--- src/rtl/bcd_x3_sched.sv ---
// Round-robin scheduler that serializes one BCD digit at a time to an external
// bit-serial excess-3 converter and returns the collected result to the requester.
module bcd_x3_sched #(
  parameter int NREQ = 4,
  parameter int IDW  = $clog2(NREQ)
) (
  input  logic              clk,
  input  logic              rst,
  input  logic [NREQ-1:0]   req,
  input  logic [4*NREQ-1:0] req_digit,
  output logic [NREQ-1:0]   gnt,
  output logic              ser_inval,
  output logic              ser_in,
  input  logic              ser_outval,
  input  logic              ser_out,
  output logic              rsp_valid,
  output logic [IDW-1:0]    rsp_id,
  output logic [3:0]        rsp_code,
  output logic              rsp_err,
  output logic              busy
);

  typedef enum logic [1:0] {IDLE, SEND, DRAIN, RESP} state_t;

  state_t         state_reg;
  logic [IDW-1:0] ptr_reg;
  logic [IDW-1:0] id_reg;
  logic [3:0]     digit_reg;
  logic [3:0]     acc_reg;
  logic [1:0]     bit_reg;

  logic           pick_ok;
  logic [IDW-1:0] pick_id;
  logic [3:0]     pick_digit;
  logic           can_grant;
  int             idx;

  // First requester at or after the pointer, wrapping around.
  always_comb begin
    pick_ok = 1'b0;
    pick_id = '0;
    idx     = 0;
    for (int off = 0; off < NREQ; off++) begin
      idx = int'(ptr_reg) + off;
      if (idx >= NREQ) idx = idx - NREQ;
      if (!pick_ok && req[idx]) begin
        pick_ok = 1'b1;
        pick_id = IDW'(idx);
      end
    end
  end

  assign pick_digit = req_digit[4*int'(pick_id) +: 4];
  assign can_grant  = !rst && pick_ok && (state_reg == IDLE || state_reg == RESP);

  genvar gi;
  generate
    for (gi = 0; gi < NREQ; gi++) begin : g_gnt
      assign gnt[gi] = can_grant && (pick_id == IDW'(gi));
    end
  endgenerate

  always_ff @(posedge clk) begin
    if (rst) begin
      state_reg <= IDLE;
      ptr_reg   <= '0;
      id_reg    <= '0;
      digit_reg <= '0;
      acc_reg   <= '0;
      bit_reg   <= '0;
      ser_inval <= 1'b0;
      ser_in    <= 1'b0;
      rsp_valid <= 1'b0;
      rsp_id    <= '0;
      rsp_code  <= '0;
      rsp_err   <= 1'b0;
      busy      <= 1'b0;
    end else begin
      rsp_valid <= 1'b0;
      case (state_reg)
        IDLE, RESP: begin
          if (can_grant) begin
            ptr_reg   <= (pick_id == IDW'(NREQ-1)) ? '0 : pick_id + 1'b1;
            id_reg    <= pick_id;
            digit_reg <= pick_digit;
            acc_reg   <= '0;
            busy      <= 1'b1;
            if (pick_digit > 4'd9) begin
              // Invalid digit never reaches the converter; answer immediately.
              state_reg <= RESP;
              rsp_valid <= 1'b1;
              rsp_err   <= 1'b1;
              rsp_code  <= '0;
              rsp_id    <= pick_id;
            end else begin
              state_reg <= SEND;
              ser_inval <= 1'b1;
              ser_in    <= pick_digit[0];
              bit_reg   <= '0;
            end
          end else begin
            state_reg <= IDLE;
            busy      <= 1'b0;
          end
        end
        SEND: begin
          // Converter beats lag the input by one cycle, so beat k lands in bit-cycle k+1.
          if (ser_outval && bit_reg != 2'd0) acc_reg[bit_reg - 2'd1] <= ser_out;
          if (bit_reg == 2'd3) begin
            state_reg <= DRAIN;
            ser_inval <= 1'b0;
            ser_in    <= 1'b0;
          end else begin
            bit_reg <= bit_reg + 2'd1;
            ser_in  <= digit_reg[bit_reg + 2'd1];
          end
        end
        DRAIN: begin
          state_reg <= RESP;
          rsp_valid <= 1'b1;
          rsp_err   <= 1'b0;
          rsp_id    <= id_reg;
          rsp_code  <= {(ser_outval ? ser_out : acc_reg[3]), acc_reg[2:0]};
        end
        default: state_reg <= IDLE;
      endcase
    end
  end

endmodule

--- config.mk ---
export PLATFORM = sky130hd
export DESIGN_NAME = bcd_x3_sched
export DESIGN_NICKNAME = d
export VERILOG_FILES = /design/src/rtl/bcd_x3_sched.sv
export SDC_FILE = /design/constraint.sdc
export NUM_CORES = 1
export LEC_CHECK = 0
export CAP_MARGIN = 20
export CORE_ASPECT_RATIO = 0.7
export CORE_MARGIN = 1.5
export CORE_UTILIZATION = 30
export CTS_CLUSTER_DIAMETER = 150
export DETAILED_ROUTE_END_ITERATION = 10
export MAX_ROUTING_LAYER = met4
export PLACE_DENSITY_LB_ADDON = 0.3
export SYNTH_ARGS = -nofsm -noshare
export SYNTH_HDL_FRONTEND = slang
export SYNTH_SLANG_ARGS = --single-unit
--- constraint.sdc ---
create_clock -name clk -period 2.65 [get_ports clk]
set_input_delay 0.53 -clock clk [delete_from_list [all_inputs] [get_ports clk]]
set_output_delay 0.53 -clock clk [all_outputs]
set_load 0.02 [all_outputs]
==> impl_metrics.tcl <==
set metrics [dict create \
    dpl.hpwl_um 3947 \
    clk_latency_ns 0.28 \
    max_slew_margin_pct 68.06 \
    async_reset_ff_share_pct 0 \
    first_global_vias 1720 \
    grt_setup_unrepaired "false" \
    synth_edf_count 0 \
    synth_top_cell_by_area "dfxtp_1" \
    die_width_um 95.79 \
    overflow 0 \
    nets 323 \
    dr.pass1.iters 4 \
    ff2ff_path_depth 10 \
    crit_slowest_cell "or4b_4" \
    status "finished clean" \
    max_freq_mhz 386.6 \
    vias 1805 \
    ys_types 48 \
    drive_gt1_share_pct 26.39 \
    area_growth_syn_to_layout_pct 43.74 \
    cts.sinks 27 \
    fin_util_pct 45.15 \
    netlist_instances 217 \
    power.leakage_nw 1.039 \
    hold_class "flip-flop to flip-flop" \
    yosys_warnings 0 \
    final_hold_viol_count 0 \
    seq_area_frac_synth_pct 29.90 \
    max_stage_delay_ns 0.56 \
    fp.dieH_um 67.95 \
    hp-start "rsp_id[0]$_SDFFE_PP0P_" \
    power.density_nw_per_um2 861.9 \
    min_to "rsp_id[0]$_SDFFE_PP0P_" \
    crit_chain "dlygate4sd2_1, nor2b_4, or4b_4, nand2_4, inv_2, ha_1, and2_1, buf_6" \
    peakVddDrop_v 0.0003256 \
    synth_most_common_cell "nand2_1" \
    worst_pin_slew_ns 0.4791 \
    netlist_area_um2 1808 \
    drt-total-wl_um 5003 \
    cp_num_buf_inv 3 \
    grt_pass1_wl_um 8355 \
    hold_ws_ns 0.4515 \
    grt_use_total_pct 17.28 \
    synth_nets 251 \
    grt_max_degree 20 \
    finalSetupViolations 0 \
    cts.htree.levels 1 \
    root_buffer "clkbuf_8" \
    avgRoutedWirePerCell_um 13.78 \
    cts-buffers-inserted 3 \
    min_period_ns 2.587 \
    reg2reg_to "bit_reg[0]$_SDFFE_PP0P_" \
    finalSetupTns_ns 0 \
    synth.area.top_cells "dfxtp_1 (30%), ha_1 (6.9%), nand2_1 (6.4%)" \
    path_class "input port to output pin" \
    tritoncts "done" \
    regToRegStartpoint "ptr_reg[1]$_SDFFE_PP0P_" \
    finalCritPeriodShare_pct 97.60 \
    synth_seq_cells 27 \
    maxSlewViolCount 0 \
    drc_errors 0 \
    num_rows 23 \
    synthTopCellsByCount "nand2_1 (31), dfxtp_1 (27), a21oi_1 (17), nand3_1 (15), ha_1 (10)" \
    core-area_um2 5756 \
    ys_dominant_reg_cell "dfxtp_1" \
    cts.clk_slew.worst_paths_ns 0.10 \
    finClkSkew_ns 0.01043 \
    hold-path-cell-count 2 \
    io_pins 39 \
    drv_cap 0 \
    n_antenna_cell 0 \
    synth.avg_cell_area_um2 8.332 \
    cp-end-kind "output pin" \
    critical_path.max_fanout 4 \
    portBuffers 38 \
    hold_buffers 0 \
    drt_iter0_markers 131 \
    drtAntennaViolNets 0 \
    worstPathArrival_ns 2.06 \
    initial_core_util_pct 31.41 \
    cp-start-kind "input port" \
    die-area_um2 6509 \
    antenna_found_initial 0 \
    yosysTopAreaCellShare_pct 29.90 \
    rrSetupSlack_ns 0.30 \
    critPathTopFamily "simple AND/OR/NAND/NOR gates" \
    worstPathRequired_ns 2.12 \
    gp_congestion 0.9083 \
    via_per_inst 4.972 \
    clockBufferDepth 2 \
]
-- where the power goes --
| part | internal, mW | switching, mW | total (mW) |
|---|---|---|---|
| sequential | 0.507 | 0.0704 | 0.578 |
| clock | 0.107 | 0.136 | 0.243 |
| combinational | 0.662 | 0.757 | 1.42 |
-- worst register-to-register path, stage by stage, from the launching register on --
cell and delay, ns:
dfxtp_1 0.42, buf_4 0.17, nand2_1 0.05, a211o_1 0.34, buf_4 0.17, a221oi_1 0.28, buf_4 0.17, a32oi_4 0.08
o211ai_2 0.21, nand3_2 0.10, a32o_1 0.26
-- worst max path at each step --
stage                     slack (ns)                      start     end  cells after the start
after floorplan                 0.09  state_reg[0]$_SDFFE_PP0P_  gnt[0]                      7
after global placement         -0.65                     req[0]  gnt[0]                      8
after detailed placement       -0.68                     req[0]  gnt[2]                      8
after CTS                       0.02                     req[2]  gnt[2]                      8
after global routing           0.005                     req[2]  gnt[0]                      8
final                           0.06                     req[2]  gnt[2]                      8
-- cells by family (layout without fill, tap and decap cells) --
logic type | count (synthesis) | in the layout | synth area share, %
simple gates | 97 | 97 | 30.38
buf+inv | 20 | 91 | 4.844
flops | 27 | 27 | 29.90
mux | 3 | 3 | 2.422
fa+ha+maj | 10 | 10 | 6.920
compound gates | 60 | 60 | 25.54
-- cells in the final DEF (no fill, tap or decap), types with 5 or more instances in the layout --
cell             instances
buf_4                   41
nand2_1                 30
clkdlybuf4s50_1         30
dfxtp_1                 27
a21oi_1                 17
nand3_1                 15
ha_1                    10
o21ai_0                  9
o21ai_1                  7
nor2b_1                  6
nor2_1                   6
o211ai_1                 6
inv_1                    5
-- layer usage --
metal  GRT usage [%]  vias to the layer above  wire [µm]
li1                -                      936          -
met1           24.82                      810       2569
met2           25.00                       57       2071
met3           4.444                        2        358
met4           1.654                        0          4
met5               -                        -          0
-- per-stage QoR --
step / total power [mW] / cell area (µm²) / setup WS [ns] / std cells
floorplan: 1.408 / 1808 / 0.08993 / 217
global route: 2.426 / 2599 / 0.004855 / 363
finish: 2.240 / 2599 / 0.06348 / 363
detailed placement: 1.946 / 2495 / -0.6765 / 354
global placement: 1.940 / 2495 / -0.6496 / 354
CTS: 2.221 / 2569 / 0.01873 / 361
-- timing repair --
| action | in CTS | in global routing |
|---|---|---|
| pin swaps | 4 | 4 |
| endpoints found under the setup margin | 15 | 11 |
| setup buffers | 3 | 2 |
| resized for setup | 26 | 7 |
-- area by class of cell --
class / instances / area [µm²]
tap: 75 / 93.84
timing repair buffer: 79 / 676.9
clock buffer: 3 / 41.29
fill: 588 / 3157
sequential: 27 / 540.5
multi-input combinational: 170 / 1209
inverter: 8 / 30.03
clock inverter: 1 / 7.507
Note: power is estimated with default switching activity, not from simulation.
